==> src/rtl/gecko_mem_arbiter_pkg.sv <==
// Shared types for the gecko memory arbiter: the request source tag carried
// through the in-flight FIFO and the request payload bundle that gets muxed.
package gecko_mem_arbiter_pkg;

  localparam int GECKO_MEM_ADDR_W = 32;
  localparam int GECKO_MEM_DATA_W = 32;
  localparam int GECKO_MEM_MASK_W = GECKO_MEM_DATA_W / 8;

  typedef enum logic [0:0] {
    GECKO_MEM_SRC_INST,
    GECKO_MEM_SRC_DATA
  } gecko_mem_source_t;

  typedef struct packed {
    logic [GECKO_MEM_ADDR_W-1:0] addr;
    logic [GECKO_MEM_DATA_W-1:0] data;
    logic [GECKO_MEM_MASK_W-1:0] write_enable;
    logic                        read_write;
  } gecko_mem_req_t;

  function automatic gecko_mem_source_t gecko_mem_other(input gecko_mem_source_t src);
    return (src == GECKO_MEM_SRC_INST) ? GECKO_MEM_SRC_DATA : GECKO_MEM_SRC_INST;
  endfunction

endpackage

==> src/rtl/gecko_mem_arbiter_tag_fifo.sv <==
// Ordered record of which requester owns each in-flight memory transaction.
// Pointers wrap naturally (power-of-two depth); count is one bit wider.
module gecko_mem_arbiter_tag_fifo
  import gecko_mem_arbiter_pkg::*;
#(
  parameter int DEPTH = 4
) (
  input  logic                       clk,
  input  logic                       rst,
  input  logic                       push,
  input  gecko_mem_source_t          push_src,
  input  logic                       pop,
  output gecko_mem_source_t          head,
  output logic                       full,
  output logic                       empty,
  output logic [$clog2(DEPTH):0]     count
);

  localparam int PTR_W = $clog2(DEPTH);
  localparam logic [PTR_W:0] FULL_COUNT = (PTR_W+1)'(DEPTH);

  gecko_mem_source_t entries [DEPTH];
  logic [PTR_W-1:0]  wr_ptr;
  logic [PTR_W-1:0]  rd_ptr;

  always_ff @(posedge clk or negedge rst) begin
    if (!rst) begin
      wr_ptr <= '0;
      rd_ptr <= '0;
      count  <= '0;
    end else begin
      if (push) wr_ptr <= wr_ptr + 1'b1;
      if (pop)  rd_ptr <= rd_ptr + 1'b1;
      if (push && !pop)      count <= count + 1'b1;
      else if (pop && !push) count <= count - 1'b1;
    end
  end

  // Storage needs no reset: an entry is only ever read after it was written.
  always_ff @(posedge clk) begin
    if (push) entries[wr_ptr] <= push_src;
  end

  assign head  = entries[rd_ptr];
  assign full  = (count == FULL_COUNT);
  assign empty = (count == '0);

endmodule

==> src/rtl/gecko_mem_arbiter.sv <==
// Shares one memory port between the gecko fetch and load/store streams,
// steering in-order memory results back to whichever stream issued them.
module gecko_mem_arbiter
  import gecko_mem_arbiter_pkg::*;
#(
  parameter int MAX_OUTSTANDING = 4,
  parameter int DATA_PRIORITY   = 1
) (
  input  logic                        clk,
  input  logic                        rst,

  input  logic                        inst_request_valid,
  output logic                        inst_request_ready,
  input  logic [GECKO_MEM_ADDR_W-1:0] inst_request_addr,
  input  logic [GECKO_MEM_DATA_W-1:0] inst_request_data,
  input  logic [GECKO_MEM_MASK_W-1:0] inst_request_write_enable,
  input  logic                        inst_request_read_write,
  output logic                        inst_result_valid,
  input  logic                        inst_result_ready,
  output logic [GECKO_MEM_DATA_W-1:0] inst_result_data,

  input  logic                        data_request_valid,
  output logic                        data_request_ready,
  input  logic [GECKO_MEM_ADDR_W-1:0] data_request_addr,
  input  logic [GECKO_MEM_DATA_W-1:0] data_request_data,
  input  logic [GECKO_MEM_MASK_W-1:0] data_request_write_enable,
  input  logic                        data_request_read_write,
  output logic                        data_result_valid,
  input  logic                        data_result_ready,
  output logic [GECKO_MEM_DATA_W-1:0] data_result_data,

  output logic                        mem_request_valid,
  input  logic                        mem_request_ready,
  output logic [GECKO_MEM_ADDR_W-1:0] mem_request_addr,
  output logic [GECKO_MEM_DATA_W-1:0] mem_request_data,
  output logic [GECKO_MEM_MASK_W-1:0] mem_request_write_enable,
  output logic                        mem_request_read_write,
  input  logic                        mem_result_valid,
  output logic                        mem_result_ready,
  input  logic [GECKO_MEM_DATA_W-1:0] mem_result_data,

  output logic [$clog2(MAX_OUTSTANDING):0] outstanding
);

  gecko_mem_source_t grant;
  gecko_mem_source_t last_grant;
  gecko_mem_source_t locked_src;
  gecko_mem_source_t head;
  logic              locked;
  logic              granted_valid;
  logic              fifo_full;
  logic              fifo_empty;
  logic              fifo_full_block;
  logic              push;
  logic              pop;
  gecko_mem_req_t    inst_req;
  gecko_mem_req_t    data_req;
  gecko_mem_req_t    mem_req;

  // A locked grant sticks to the stalled requester so the memory never sees
  // its payload change mid-offer; otherwise arbitrate by priority or fairness.
  always_comb begin
    grant = GECKO_MEM_SRC_INST;
    if (locked) begin
      grant = locked_src;
    end else if (inst_request_valid && data_request_valid) begin
      if (DATA_PRIORITY != 0) grant = GECKO_MEM_SRC_DATA;
      else                    grant = gecko_mem_other(last_grant);
    end else if (data_request_valid) begin
      grant = GECKO_MEM_SRC_DATA;
    end
  end

  assign inst_req = '{addr: inst_request_addr, data: inst_request_data,
                      write_enable: inst_request_write_enable,
                      read_write: inst_request_read_write};
  assign data_req = '{addr: data_request_addr, data: data_request_data,
                      write_enable: data_request_write_enable,
                      read_write: data_request_read_write};
  assign mem_req  = (grant == GECKO_MEM_SRC_DATA) ? data_req : inst_req;

  assign granted_valid   = (grant == GECKO_MEM_SRC_DATA) ? data_request_valid : inst_request_valid;
  assign pop             = mem_result_valid && mem_result_ready;
  assign fifo_full_block = fifo_full && !pop;
  assign push            = mem_request_valid && mem_request_ready;

  assign mem_request_valid        = rst && granted_valid && !fifo_full_block;
  assign mem_request_addr         = mem_req.addr;
  assign mem_request_data         = mem_req.data;
  assign mem_request_write_enable = mem_req.write_enable;
  assign mem_request_read_write   = mem_req.read_write;

  assign inst_request_ready = rst && (grant == GECKO_MEM_SRC_INST) && mem_request_ready && !fifo_full_block;
  assign data_request_ready = rst && (grant == GECKO_MEM_SRC_DATA) && mem_request_ready && !fifo_full_block;

  // Results come back in request order, so the FIFO head names the owner.
  assign inst_result_valid = !fifo_empty && (head == GECKO_MEM_SRC_INST) && mem_result_valid;
  assign data_result_valid = !fifo_empty && (head == GECKO_MEM_SRC_DATA) && mem_result_valid;
  assign mem_result_ready  = !fifo_empty &&
                             ((head == GECKO_MEM_SRC_INST) ? inst_result_ready : data_result_ready);
  assign inst_result_data  = mem_result_data;
  assign data_result_data  = mem_result_data;

  always_ff @(posedge clk or negedge rst) begin
    if (!rst) begin
      last_grant <= GECKO_MEM_SRC_DATA;
      locked     <= 1'b0;
      locked_src <= GECKO_MEM_SRC_INST;
    end else begin
      if (push) last_grant <= grant;
      locked     <= mem_request_valid && !mem_request_ready;
      locked_src <= grant;
    end
  end

  gecko_mem_arbiter_tag_fifo #(
    .DEPTH (MAX_OUTSTANDING)
  ) u_tag_fifo (
    .clk      (clk),
    .rst      (rst),
    .push     (push),
    .push_src (grant),
    .pop      (pop),
    .head     (head),
    .full     (fifo_full),
    .empty    (fifo_empty),
    .count    (outstanding)
  );

  no_result_when_empty: assert property (@(posedge clk) disable iff (!rst)
                                         !(mem_result_valid && fifo_empty));

endmodule

==> config.mk <==
export PLATFORM = sky130hd
export DESIGN_NAME = gecko_mem_arbiter
export DESIGN_NICKNAME = d
export VERILOG_FILES = /design/src/rtl/gecko_mem_arbiter_pkg.sv /design/src/rtl/gecko_mem_arbiter_tag_fifo.sv /design/src/rtl/gecko_mem_arbiter.sv
export SDC_FILE = /design/constraint.sdc
export NUM_CORES = 1
export LEC_CHECK = 0
export ABC_AREA = 1
export BUFFER_PORTS_ARGS = -buffer_cell sky130_fd_sc_hd__buf_2
export CORE_AREA = 3 3 123 125
export CTS_CLUSTER_SIZE = 16
export DETAILED_ROUTE_END_ITERATION = 6
export DIE_AREA = 0 0 126 128
export GPL_ROUTABILITY_DRIVEN = 0
export MAX_ROUTING_LAYER = met4
export SETUP_SLACK_MARGIN = 0.02
export SLEW_MARGIN = 20
export SYNTH_ARGS = -nofsm -noshare
export SYNTH_HDL_FRONTEND = slang
export SYNTH_HIERARCHICAL = 1
export SYNTH_SLANG_ARGS = --single-unit
==> constraint.sdc <==
create_clock -name clk -period 4.5 [get_ports clk]
set_input_delay 1.35 -clock clk [delete_from_list [all_inputs] [get_ports clk]]
set_output_delay 1.35 -clock clk [all_outputs]
set_load 0.005 [all_outputs]
== Yosys cells after proc, flatten, opt, wreduce, memory -nomap -nowiden ==
Memory sizes are Yosys's and may differ from the RTL's.
Index checks and enable logic that the tools add are counted.

* Register bits: 9
* Memory bits (writable): 4
* Input bits: 178
* Output and inout port bits: 142
* Word-level logic and storage cells: 50
* Memories kept: 1

* Add/sub/neg operators: 4
* Equal/unequal tests: 1
* Mux-type cells: 10
* Bitwise gates (word level): 2
* Reductions and logical operators: 27

{| class="wikitable"
|+ Memories
! name !! depth !! bits a word !! rd ports !! clocked after memory_dff !! wr ports !! RTL line !! RTL
|-
| u_tag_fifo.entries || 4 || 1 || 1 || 0 || 1 || gecko_mem_arbiter_tag_fifo.sv:22 || <nowiki>gecko_mem_source_t entries [DEPTH];</nowiki>
|}

{| class="wikitable"
|+ Operators with widths
! kind !! number
|-
| 69-bit two-way mux || 1
|-
| 1-bit logical AND || 20
|-
| 1-bit two-way mux || 7
|-
| 3-bit two-way mux || 2
|-
| 1-bit zero test || 5
|-
| 2-bit by 1-bit adder with 2-bit output, second input constant || 2
|-
| 3-bit by 1-bit adder with 3-bit output, second input constant || 1
|-
| 3-bit == test, second input constant || 1
|-
| 3-bit zero test || 1
|-
| 3-bit by 1-bit subtractor with 3-bit output, second input constant || 1
|-
| 1-bit NOT || 2
|-
| 2-bit nonzero test || 1
|}

== Longest topological paths before layout ==
Gate-level depths: netlist of run 1.

* Word-level depth: 13
* Gate-level depth with buffers: 19
* Depth with buffers taken out: 19

== Hierarchy ==
The synthesis of run 1 kept the hierarchy.

{| class="wikitable"
|+ By module, submodules not included
! module !! times used !! cells an instance !! area each (um^2) !! seq. area each (um^2)
|-
| gecko_mem_arbiter || 1 || 317 || 1,532.7 || 50.0
|-
| gecko_mem_arbiter_tag_fifo || 1 || 58 || 566.8 || 295.3
|}

== Worst setup path before layout of run 1 ==
Ideal clock, no wire load.

* Kind: input to output
* Start: input port data_request_valid
* End: output port inst_request_ready
* Arrival: 1,858 ps
* Data required time: 3,150 ps
* Slack: 1,292 ps
* Stages on the path: 6
* Buffers on the path: 1
* Path through: nand2_2 nand2_4 inv_4 buf_6 nand2_1 nor2_1

* Longest elaborated chain between the ends: 7
* Elaborated cells between the ends (all ways): 8
* Classes of those cells: mux: 3; bitwise: 1; reduce/logical: 4

{| class="wikitable"
|+ RTL lines
! item !! RTL line !! RTL
|-
| from (decl) || gecko_mem_arbiter.sv:22 || <nowiki>input logic data_request_valid,</nowiki>
|-
| 1-bit two-way mux / 1-bit logical AND (equally long branches) || gecko_mem_arbiter.sv:69, gecko_mem_arbiter.sv:66 ||
|-
| 1-bit two-way mux (*) || gecko_mem_arbiter.sv:66 || <nowiki>end else if (inst_request_valid && data_request_valid) begin</nowiki>
|-
| 1-bit two-way mux (*) || gecko_mem_arbiter.sv:64 || <nowiki>if (locked) begin</nowiki>
|-
| 1-bit NOT (*) || gecko_mem_arbiter.sv:93 || <nowiki>assign inst_request_ready = rst && (grant == GECKO_MEM_SRC_INST) && mem_request_ready && !fifo_full_block;</nowiki>
|-
| 1-bit logical AND (*) (3 in a row) || gecko_mem_arbiter.sv:93 ||
|-
| to (decl) || gecko_mem_arbiter.sv:13 || <nowiki>output logic inst_request_ready,</nowiki>
|}

Every way passes the cells marked *; elsewhere a longest branch is shown, timed or not.

== Worst setup path after layout of run 1 ==
* Start: input port data_request_valid
* End: output port mem_request_data[7]

* Longest elaborated chain between the ends: 4
* Elaborated cells between the ends (all ways): 5
* Classes of those cells: mux: 4; reduce/logical: 1

{| class="wikitable"
|+ RTL lines
! item !! RTL line !! RTL
|-
| 1-bit two-way mux / 1-bit logical AND (equally long branches) || gecko_mem_arbiter.sv:69, gecko_mem_arbiter.sv:66 ||
|-
| 1-bit two-way mux (*) || gecko_mem_arbiter.sv:66 ||
|-
| 1-bit two-way mux (*) || gecko_mem_arbiter.sv:64 ||
|-
| 69-bit two-way mux (*) || gecko_mem_arbiter.sv:80 || <nowiki>assign mem_req = (grant == GECKO_MEM_SRC_DATA) ? data_req : inst_req;</nowiki>
|-
| to (decl) || gecko_mem_arbiter.sv:35 || <nowiki>output logic [GECKO_MEM_DATA_W-1:0] mem_request_data,</nowiki>
|}

Marked as above.

==> run_results.csv, run 1 <==
group,metric,value,unit
setup_path,cp.arrival,2460,ps
finish,stdcell_count,706,
die,io_pins,320,
finish,area_delta_synth_final,41.1,%
grt,grt_pass1_wl,10800,µm
setup_path,crit_fanout,70,
power_and_ir_drop,vdd_drop_max,0.133,mV
placement,placed_cells,702,
detailed_routing,drtPass1Iterations,4,
detailed_routing,num_vias,2572,
synthesis,syn_area,2100,µm²
setup_path,regToRegSetupSlack,1710,ps
hold_path,hold_class,"flop to flop",
setup_path,timing.rr.start,"locked$_DFF_PN0_",
synthesis,syn-mean-instance-area,5.60,µm²
die,die_area,16100,µm²
power_and_ir_drop,p_int,0.000497,W
timing,fin_tns_setup,0,ps
grt,gr-usage-all-layers,8.30,%
detailed_routing,avgViaCountPerCell,3.64,
synthesis,synth.area.top_cells,"nand2_1, buf_4, dfrtp_1, edfxtp_1, inv_1",
setup_path,crit_cells,7,
clock_network,post_cts.repair.setup_buffers,0,
timing,setup_viol,0,
grt,grt_pass1_vias,2259,
setup_path,startpoint,"data_request_valid",
clock_network,cts_buffer_depth,2,
timing,hold_violations,0,
grt,grt_overflow,0,
setup_path,start_kind,"input pin",
setup_path,end_kind,"output port",
timing,fin_skew,1.07,ps
detailed_routing,wire_per_inst,10.6,µm
clock_network,clkTransAtPathRegs,40,ps
synthesis,synth-edff-count,4,
clock_network,holdBufCountCts,0,
power_and_ir_drop,switching_share,40.6,%
timing,max_freq,263,MHz
timing,max_slew_margin,54.8,%
grt,antenna_found_initial,0,
die,start_util,15.0,%
clock_network,clkSinkCount,13,
setup_path,slowest_stage,"inv_4",
finish,num_antenna_cells,0,
flow_run,maxCapViolCount,0,
synthesis,ys.flop_type,"dfrtp_1",
die,core,14000,µm²
clock_network,numCtsBuffers,3,
synthesis,yosys.area.top_type,"nand2_1",
power_and_ir_drop,power_frac_seq,24.0,%
synthesis,yosysSeqAreaShare,16.4,%
placement,numPortBuffers,223,
setup_path,worst-setup-path-type,"input pin to output port",
clock_network,cts_max_level,1,
synthesis,synth_top_area_share,41.7,%
setup_path,r2r_cells,15,
finish,fillers,1618,
power_and_ir_drop,clock_power_share,19.5,%
timing,tightest_slew,679,ps
synthesis,ys_async_sr_fraction,69.2,%
detailed_routing,ant_nets,0,
timing,rsz0062_at_grt,"false",
die,die_w,126,µm
synthesis,synth-seq-cells,13,
synthesis,synth_nets,559,
setup_path,r2r_end,"u_tag_fifo/count[2]$_DFFE_PN0P_",
placement,hpwlAfterDp,6340,µm
clock_network,clockRootBuffer,"clkbuf_16",
synthesis,synth_cells,375,
setup_path,critical_path_required,3150,ps
clock_network,cts_tree,"done",
power_and_ir_drop,p_leak,1.98,nW
power_and_ir_drop,p_comb_share,56.5,%
detailed_routing,drc,0,
status,status,"finished, final reports clean",
timing,finalCriticalPeriod,3810,ps
die,die_h,128,µm
power_and_ir_drop,power_density,282,nW/µm²
setup_path,crit_family,"buffers and inverters",
power_and_ir_drop,power.switching,0.000340,W
synthesis,synthDistinctLibCells,21,
clock_network,insertion_delay,240,ps
finish,nets,711,
setup_path,path_cells,"buf_2 -> nand2_2 -> nand2_4 -> inv_4 -> nand2_1 -> nand2_1 -> buf_2",
setup_path,critPathMaxStageDelay,460,ps
setup_path,path_buf_inv,3,
clock_network,cts_resized,0,
finish,layout_common_cells,"nand2_1, buf_2, inv_1",
finish,final_common_cell,"nand2_1",
detailed_routing,routed_wl,7480,µm
setup_path,crit_path_end,"mem_request_data[7]",
finish,drive_gt1_share,43.9,%
synthesis,ys_warn_count,6,
detailed_routing,drt_iter0_drc,49,
timing,maxSlewViolCount,0,
die,rows,43,
timing,period_share,84.6,%
grt,grt_max_degree,71,
==> through the flow <==
stage	util (%)	setup WS [ps]	hold slack, ps	area [µm²]	total power, W
finish	21.2	691	526	2960	0.000836
global route	21.2	535	548	2960	0.000928
CTS	21.2	679	518	2960	0.000851
detailed placement	20.6	667	508	2880	0.000682
global placement	20.6	687	502	2880	0.000678
floorplan	-	1290	494	2100	0.000515
==> registers in the layout, summed over array words and instances (netlist names) <==
name                cells
u_tag_fifo/rd_ptr       2
u_tag_fifo/entries      4
locked                  1
locked_src              1
u_tag_fifo/wr_ptr       2
u_tag_fifo/count        3
==> routing by layer <==
metal  vias up  wire (µm)  GRT usage (%)
li1       1352          -              -
met5         -          0              -
met2       182       3660           14.6
met4         0        131           2.78
met1      1022       2640           8.47
met3        16       1040           3.33
==> power groups by stage <==
stage	Combinational (W)	Sequential [W]	Clock, W
detailed placement	0.000479	0.000203	0
global placement	0.000476	0.000203	0
global route	0.000545	0.000208	0.000175
CTS	0.000482	0.000201	0.000168
finish	0.000473	0.000201	0.000163
floorplan	0.000319	0.000196	0
==> cell usage after synthesis (2+ instances only) <==
master / n
buf_4: 70
edfxtp_1: 4
dfrtp_1: 9
nor3_1: 4
buf_2: 7
nand4_1: 2
nand3_1: 3
nand2_1: 233
inv_1: 21
xor2_1: 3
ha_1: 5
nor2_1: 4
o211ai_1: 2
==> kinds of logic (layout without fill, tap and decap cells) <==
| kind of cell | Yosys count | after routing | share of synthesized area [%] |
|---|---|---|---|
| xor+xnor | 4 | 4 | 1.67 |
| simple gates | 248 | 248 | 45.5 |
| fa+ha+maj | 6 | 6 | 3.93 |
| flops | 13 | 13 | 16.4 |
| compound gates | 4 | 4 | 1.19 |
| buf+inv | 100 | 251 | 31.3 |
==> worst min-delay path by stage <==
stage / from / end / cells past startpoint / slack, ps
after floorplan: u_tag_fifo/wr_ptr[0]$_DFFE_PN0P_ / u_tag_fifo/wr_ptr[0]$_DFFE_PN0P_ / 1 / 490
after global placement: u_tag_fifo/count[2]$_DFFE_PN0P_ / u_tag_fifo/count[2]$_DFFE_PN0P_ / 2 / 500
after detailed placement: u_tag_fifo/count[2]$_DFFE_PN0P_ / u_tag_fifo/count[2]$_DFFE_PN0P_ / 2 / 510
after CTS: u_tag_fifo/count[2]$_DFFE_PN0P_ / u_tag_fifo/count[2]$_DFFE_PN0P_ / 2 / 520
after global routing: u_tag_fifo/wr_ptr[0]$_DFFE_PN0P_ / u_tag_fifo/wr_ptr[0]$_DFFE_PN0P_ / 1 / 550
final: u_tag_fifo/wr_ptr[0]$_DFFE_PN0P_ / u_tag_fifo/wr_ptr[0]$_DFFE_PN0P_ / 1 / 530
==> area by class of cell <==
cell class	instances	area, µm²	share of cell area, %
clock buffer	4	78.8	2.66
inverter	22	85.1	2.87
multi-input combinational	262	1100	37.0
sequential	13	345	11.7
tap	180	225	7.60
timing repair buffer	225	1130	38.2
Note: power is estimated with default switching activity, not from simulation.
==> run 2, diff against run 1 <==
- clock period: 4.5 -> 3.25 ns (I/O delays scaled with it)
==> run 2 against run 1 <==
Sequential share of layout area is 0.21 points lower; core utilization rose by 0.39 points; sequential power increased by 38%; worst hold slack got worse by 2.1 ps; non-clock buffer count grew 4; critical path depth rose by 1.
==> run_results.csv, run 2 (synthesized netlist as in run 1, its figures left out) <==
group,metric,value,unit
status,status,"finished, final reports clean",
hold_path,hold_start,"u_tag_fifo/wr_ptr[0]$_DFFE_PN0P_",
finish,largest_reg_flops,4,
setup_path,crit_fanout,52,
setup_path,cp.arrival,1850,ps
timing,finalCriticalPeriod,2830,ps
clock_network,clkTransAtPathRegs,40,ps
timing,period_share,86.9,%
power_and_ir_drop,power_density,390,nW/µm²
grt,grt_max_degree,53,
setup_path,slowest_stage,"buf_12",
hold_path,hold_path_depth,1,
detailed_routing,avgViaCountPerCell,3.67,
finish,layout_common_cells,"nand2_1, buf_2, inv_1",
die,die_area,16100,µm²
timing,maxSlewViolCount,0,
finish,top_regs,"u_tag_fifo/entries x4, u_tag_fifo/count x3",
setup_path,timing.rr.start,"u_tag_fifo/rd_ptr[0]$_DFFE_PN0P_",
setup_path,end_kind,"output port",
die,rows,43,
setup_path,path_cells,"buf_2 -> nand2_2 -> nand2_4 -> inv_4 -> buf_12 -> nand2_1 -> nand2_1 -> buf_2",
timing,setup_viol,0,
detailed_routing,routed_wl,7490,µm
grt,gr-usage-all-layers,8.32,%
die,start_util,15.0,%
finish,stdcell_count,710,
power_and_ir_drop,vdd_drop_max,0.158,mV
grt,grt.busiest_layer,"met2",
grt,grt_use_met2,14.7,%
setup_path,critical_path_required,2270,ps
clock_network,post_cts.repair.setup_buffers,0,
timing,fin_ws,424,ps
placement,placed_cells,706,
clock_network,numCtsBuffers,3,
setup_path,r2r_cells,16,
clock_network,holdBufCountCts,0,
die,die_h,128,µm
placement,numPortBuffers,223,
detailed_routing,wire_per_inst,10.6,µm
grt,grt_pass1_vias,2328,
timing,max_freq,354,MHz
die,die_w,126,µm
detailed_routing,drtPass1Iterations,4,
finish,fillers,1629,
hold_path,hold_class,"flop to flop",
finish,regMostFlops,"u_tag_fifo/entries",
finish,final_common_cell,"nand2_1",
die,io_pins,320,
hold_path,holdPathEnd,"u_tag_fifo/wr_ptr[0]$_DFFE_PN0P_",
clock_network,clockRootBuffer,"clkbuf_16",
detailed_routing,drt_iter0_drc,42,
clock_network,cts_tree,"done",
timing,rsz0062_at_grt,"false",
setup_path,worst-setup-path-type,"input pin to output port",
clock_network,clkSinkCount,13,
clock_network,insertion_delay,240,ps
clock_network,cts_resized,0,
finish,nets,715,
setup_path,start_kind,"input pin",
placement,place_worst_setup_slack,363,ps
finish,num_antenna_cells,0,
detailed_routing,ant_nets,0,
die,core,14000,µm²
grt,grt_pass1_wl,10900,µm
detailed_routing,num_vias,2608,
grt,grt_overflow,0,
timing,fin_tns_setup,0,ps
grt,gr-usage-met3,3.04,%
grt,grt_use_met1,8.65,%
clock_network,cts_max_level,1,
power_and_ir_drop,p_leak,2.01,nW
setup_path,regToRegSetupSlack,810,ps
detailed_routing,drc,0,
setup_path,r2r_end,"u_tag_fifo/count[2]$_DFFE_PN0P_",
grt,antenna_found_initial,0,
finish,drive_gt1_share,44.3,%
timing,tightest_slew,474,ps
flow_run,maxCapViolCount,0,
timing,max_slew_margin,68.1,%
clock_network,cts_buffer_depth,2,
setup_path,critPathMaxStageDelay,210,ps
timing,hold_violations,0,
placement,hpwlAfterDp,6480,µm
finish,area_delta_synth_final,43.7,%
timing,fin_skew,1.12,ps
-- run 2: layout make-up --
type                            count  area [µm²]  share of cell area, %
Clock buffer                        4        78.8                   2.61
Inverter                           22        85.1                   2.82
Multi-Input combinational cell    262        1100                   36.4
Sequential cell                    13         345                   11.4
Tap cell                          180         225                   7.46
Timing Repair Buffer              229        1190                   39.3
-- run 2: layer usage --
layer  part of all wire, %  vias to the layer above
li1                      -                     1360
met1                    35                     1042
met2                    48                      188
met3                    14                       18
met4                   2.0                        0
met5                     0                        -
-- run 2: worst max path at each step --
stage / start / to / slack [ps] / cells past startpoint
2_1_floorplan: data_request_valid / u_tag_fifo/count[2]$_DFFE_PN0P_ / 610 / 13
3_3_place_gp: data_request_valid / u_tag_fifo/count[2]$_DFFE_PN0P_ / 380 / 15
3_5_place_dp: data_request_valid / u_tag_fifo/count[2]$_DFFE_PN0P_ / 360 / 15
4_1_cts: data_request_valid / mem_request_valid / 400 / 9
5_1_grt: data_request_valid / inst_request_ready / 290 / 8
6_report: data_request_valid / mem_request_addr[4] / 420 / 8
-- run 2: critical path: cells and delay by family --
family,cells,cell delay (ps)
AND/OR/NAND/NOR,4,340
buffers and inverters,4,510
-- run 2: power by group --
| part | internal (W) | leakage (nW) | switching [W] |
|---|---|---|---|
| registers | 0.000222 | 0.145 | 0.0000563 |
| logic | 0.000312 | 1.82 | 0.000358 |
| clock network | 0.000165 | 0.0382 | 0.0000623 |
| total | 0.000699 | 2.01 | 0.000477 |
-- run 2: metrics by stage --
stage	hold slack, ps	power, W	utilization, %	area [µm²]
3_5_place_dp	525	0.000962	21.0	2940
5_1_grt	566	0.00131	21.6	3020
2_1_floorplan	494	0.000713	-	2100
6_report	523	0.00118	21.6	3020
3_3_place_gp	525	0.000955	21.0	2940
4_1_cts	535	0.00120	21.6	3020
